==> src/rtl/pc_sequencer_pkg.sv <==
// pc_sequencer_pkg: opcodes, FSM state encoding and flag register layout shared by the sequencer and its bench
package pc_sequencer_pkg;
  localparam logic [3:0] OP_BNE  = 4'hA;
  localparam logic [3:0] OP_JMP  = 4'hB;
  localparam logic [3:0] OP_HALT = 4'hF;
  typedef enum logic [2:0] {
    S_IDLE   = 3'd0,
    S_FETCH  = 3'd1,
    S_EXEC   = 3'd2,
    S_UPDATE = 3'd3,
    S_HALTED = 3'd4
  } state_t;
  typedef struct packed {
    logic zero;
    logic negative;
  } flags_t;
endpackage

==> src/rtl/pc_sequencer_branch_unit.sv <==
// branch_unit: combinational branch condition evaluation from opcode and stored flags
module branch_unit
  import pc_sequencer_pkg::*;
(
  input  logic [3:0] opcode,
  input  flags_t     flags,
  output logic       taken
);
  assign taken = (opcode == OP_JMP) | ((opcode == OP_BNE) & ~flags.zero);
endmodule

==> src/rtl/pc_sequencer.sv <==
// pc_sequencer: fetch/issue/complete control loop owning the PC, flags and retired count
module pc_sequencer
  import pc_sequencer_pkg::*;
#(
  parameter int PC_WIDTH     = 10,
  parameter int INSTR_WIDTH  = 18,
  parameter int OPCODE_WIDTH = 4,
  parameter int CNT_WIDTH    = 16
) (
  input  logic                   i_clk,
  input  logic                   i_rst,
  input  logic                   i_start,
  output logic                   o_imem_req,
  output logic [PC_WIDTH-1:0]    o_imem_addr,
  input  logic                   i_imem_valid,
  input  logic [INSTR_WIDTH-1:0] i_imem_data,
  output logic                   o_issue_valid,
  output logic [INSTR_WIDTH-1:0] o_instr,
  input  logic                   i_ex_done,
  input  logic                   i_flags_we,
  input  logic                   i_zero,
  input  logic                   i_negative,
  output logic [PC_WIDTH-1:0]    o_pc,
  output logic                   o_branch_taken,
  output logic                   o_halted,
  output logic [CNT_WIDTH-1:0]   o_retired
);
  state_t state;
  flags_t flags, flags_nxt;
  logic [OPCODE_WIDTH-1:0] opcode;
  logic taken;
  assign opcode = o_instr[INSTR_WIDTH-1 -: OPCODE_WIDTH];
  assign o_imem_addr = o_pc;
  // Evaluated on the EXEC exit edge with the flags being written, so the taken pulse is registered into UPDATE
  assign flags_nxt = (state == S_EXEC && i_ex_done && i_flags_we) ? flags_t'({i_zero, i_negative}) : flags;
  branch_unit u_branch (
    .opcode (opcode),
    .flags  (flags_nxt),
    .taken  (taken)
  );
  always_ff @(posedge i_clk) begin
    if (i_rst) begin
      state          <= S_IDLE;
      o_pc           <= '0;
      o_instr        <= '0;
      flags          <= '0;
      o_retired      <= '0;
      o_imem_req     <= 1'b0;
      o_issue_valid  <= 1'b0;
      o_branch_taken <= 1'b0;
      o_halted       <= 1'b0;
    end else begin
      case (state)
        S_IDLE: if (i_start) begin
          state      <= S_FETCH;
          o_imem_req <= 1'b1;
        end
        S_FETCH: if (i_imem_valid) begin
          state         <= S_EXEC;
          o_instr       <= i_imem_data;
          o_imem_req    <= 1'b0;
          o_issue_valid <= 1'b1;
        end
        S_EXEC: if (i_ex_done) begin
          state          <= S_UPDATE;
          flags          <= flags_nxt;
          o_issue_valid  <= 1'b0;
          o_branch_taken <= taken;
        end
        S_UPDATE: begin
          o_pc           <= o_branch_taken ? o_instr[PC_WIDTH-1:0] : o_pc + 1'b1;
          o_retired      <= o_retired + 1'b1;
          o_branch_taken <= 1'b0;
          state          <= (opcode == OP_HALT) ? S_HALTED : S_FETCH;
          o_imem_req     <= opcode != OP_HALT;
          o_halted       <= opcode == OP_HALT;
        end
        S_HALTED: state <= S_HALTED;
        default: state <= S_IDLE;
      endcase
    end
  end
endmodule

==> config.mk <==
export PLATFORM = sky130hd
export DESIGN_NAME = pc_sequencer
export DESIGN_NICKNAME = d
export VERILOG_FILES = /design/src/rtl/pc_sequencer_pkg.sv /design/src/rtl/pc_sequencer_branch_unit.sv /design/src/rtl/pc_sequencer.sv
export SDC_FILE = /design/constraint.sdc
export NUM_CORES = 1
export LEC_CHECK = 0
export ABC_AREA = 0
export CAP_MARGIN = 10
export CELL_PAD_IN_SITES_DETAIL_PLACEMENT = 0
export CELL_PAD_IN_SITES_GLOBAL_PLACEMENT = 1
export CORE_ASPECT_RATIO = 1.25
export CORE_UTILIZATION = 32
export DETAILED_ROUTE_END_ITERATION = 8
export GPL_ROUTABILITY_DRIVEN = 0
export PLACE_DENSITY = 0.86
export SETUP_SLACK_MARGIN = 0.5
export SLEW_MARGIN = 40
export SYNTH_ARGS = -nofsm -noshare
export SYNTH_HDL_FRONTEND = slang
export SYNTH_SLANG_ARGS = --single-unit
==> constraint.sdc <==
create_clock -name i_clk -period 1.9 [get_ports i_clk]
set_input_delay 0.19 -clock i_clk [delete_from_list [all_inputs] [get_ports i_clk]]
set_output_delay 0.19 -clock i_clk [all_outputs]
set_load 0.03 [all_outputs]
==> out/results.ini <==
[outcome]
status = completed

[finish]
fillCellCount = 671
multi_input_area_sq_um = 1590
finalNetCount = 433
syn_to_final_growth_pct = 72.3
drive_above_1_share_pct = 36.9
seq_area_sq_um = 1090
layoutNonFillerInstCount = 498
antenna_cells = 0

[power_and_ir_drop]
vdd_ir_drop_max_mv = 0.481
seq_power_share_pct = 48.6
p_sw_w = 0.000646
pwr-share-comb_pct = 18.8
p_leak_nw = 1.76
p_per_area_nw_per_um2 = 564
internal-power_w = 0.00169
p_clk_share_pct = 32.6
switching_share_pct = 27.6

[detailed_routing]
wl_per_cell_microns = 15.2
route.detailed.drc = 0
first_pass_iters = 4
wl_mm = 7.58
vias = 2542
postRouteAntennaNets = 0
post_drt_via_cell_ratio = 5.10
first_iter_violations = 140

[floorplanning]
die_x_microns = 79.5
fp.dieArea_sq_um = 7870
core-area_sq_um = 7310
start_util_pct = 32.9
ioPinCount = 84
die_height_microns = 98.9
rows = 35

[cts]
cts.hold.buffers_added = 0
clock-sinks = 52
tritoncts = built
clk_latency_ps = 300
path_clk_slew_ps = 100
h-tree-depth = 2
cts_root_buf = clkbuf_8
max-clock-path-buffers = 2
cts_buffers = 5

[sta]
relSlewSlack_pct = 47.8
drv_slew = 0
setup_tns_ps = 0
hold_violations = 0
setup_violations = 0
max_freq_mhz = 614
tightest_slew_ps = 783
fin_skew_ps = 11.4
fin_crit_ps = 1630
rsz0062_at_grt = true
post-route-period-util_pct = 85.7

[critical_path]
worstPathArrival_ps = 1850
r2r-start = state[1]
path_class = flip-flop to flip-flop
startpoint_type = flip-flop
endpoint_kind = flip-flop
path_max_fanout = 4
required_ps = 2120
crit_start = state[1]

[yosys]
synthCells = 299
yosysSeqAreaShare_pct = 43.3
syn_area_sq_um = 2400
avgSynthCellArea_sq_um = 8.04
synth-seq-cells = 52
ys.flop_type = dfxtp_1
syn-num-nets = 327
async_reset_ff_share_pct = 0
yosysUniqueCellTypes = 43
synth_edf_count = 0
yosys_warnings = 0

[placement]
hpwl_mm = 4.40
place_inst = 454
numPortBuffers = 82

[worst_hold_path]
hold_path.class = input pin to flip-flop
min_from = i_imem_data[6]

[job]
drv.max_cap_violation_count = 0

[global_route]
track_usage_pct = 17.7
antenna_found_initial = 0
grt_first_pass_wirelength_mm = 11.1
gr-total-overflow = 0
grt_pass1_vias = 2273
grt_max_degree = 29

## power groups by stage
stage | Combinational, W | Clock (W) | Sequential, W
global route | 0.000467 | 0.000815 | 0.00114
CTS | 0.000344 | 0.000778 | 0.00114
floorplan | 0.000121 | 0 | 0.00121
global placement | 0.000315 | 0 | 0.00117
finish | 0.000440 | 0.000762 | 0.00114
detailed placement | 0.000318 | 0 | 0.00117
## worst max-delay path: stages, from the launching register on
cell and delay, ps:
dfxtp_4 400, buf_6 120, nand2_4 60, or3_4 370, or4_4 420, a211oi_2 180
## final timing paths
check,to,slack [ps],depth (start not counted)
max,o_branch_taken,270,5
min,o_instr[6],430,3
max reg2reg,o_branch_taken,270,5
min reg2reg,o_instr[11],460,2
## cell type report
type | instances | area share (%)
clock buffer | 7 | 2.60
inverter | 4 | 0.362
multi-input combinational | 215 | 38.3
timing repair buffer | 127 | 29.4
tap | 92 | 2.78
sequential | 52 | 26.3
clock inverter | 1 | 0.211
## what timing repair did
action	in CTS	in global routing
setup endpoints to repair	93	48
setup buffers	22	11
cloned	1	2
resized for setup	88	101
pin swaps	15	46
## kinds of logic after synthesis
family                     count (synthesis)  share of synthesized area (%)
AOI/OAI and AO/OA                         69                           16.4
xor gates and xnor gates                   9                           3.28
adders and majority gates                  2                           1.04
buffers and inverters                     32                           6.82
DFF                                       52                           43.3
muxes                                      5                           2.08
and+or+nand+nor                          130                           27.1
## cell usage in the layout (no fill, tap or decap), types with 4 or more instances in the layout
cell / count
buf_12: 4
nor3_1: 4
o21ai_1: 4
a31oi_1: 4
nor4_1: 4
nor2_1: 20
clkbuf_8: 6
dfxtp_2: 4
dfxtp_4: 12
nand2_4: 18
clkbuf_16: 4
buf_4: 24
buf_6: 14
nand2b_1: 4
inv_1: 4
or3_1: 5
a211oi_2: 4
clkbuf_2: 6
o21ai_0: 8
a21oi_2: 21
clkdlybuf4s50_1: 23
a21oi_1: 14
nand2_1: 33
dfxtp_1: 36
nand3_1: 10
dlygate4sd2_1: 49
mux2i_1: 5
xnor2_1: 7
## synth_stat cells (all sizes together), types with 3 or more instances
library cell	number	area share (%)
a211oi	4	1.2
a21oi	35	7.3
a31oi	4	1.0
buf	13	3.9
clkbuf	15	2.3
dfxtp	52	43
inv	4	0.62
mux2i	5	2.1
nand2	55	8.6
nand2b	4	1.0
nand3	11	2.3
nand3b	3	1.5
nor2	21	3.3
nor3	7	1.5
nor4	6	1.6
o21a	3	0.94
o21ai	14	2.9
or3	6	1.6
or4	3	1.2
xnor2	8	2.9
## metrics by stage
stage / utilization [%] / setup slack, ps / power [W] / cell area, sq um / hold slack [ps]
2_1_floorplan: - / 261 / 0.00133 / 2480 / 326
3_3_place_gp: 46.1 / 88.9 / 0.00148 / 3370 / 442
3_5_place_dp: 46.1 / 63.2 / 0.00149 / 3370 / 448
4_1_cts: 50.6 / 262 / 0.00226 / 3700 / 363
5_1_grt: 56.7 / 226 / 0.00242 / 4140 / 432
6_report: 56.7 / 272 / 0.00234 / 4140 / 432
## state kept, by name (all words and copies together) (netlist names)
signal	flops
flags	1
o_branch_taken	1
o_halted	1
o_imem_addr	10
o_imem_req	1
o_instr	18
o_issue_valid	1
o_retired	16
state	3
## layer usage
layer | wire, microns | track usage [%] | vias to the layer above
met5 | 0 | 0 | -
li1 | - | - | 1249
met4 | 98 | 5.73 | 0
met3 | 220 | 1.76 | 8
met1 | 3130 | 22.0 | 1216
met2 | 4130 | 31.4 | 69
(Power assumes the default switching activity.)
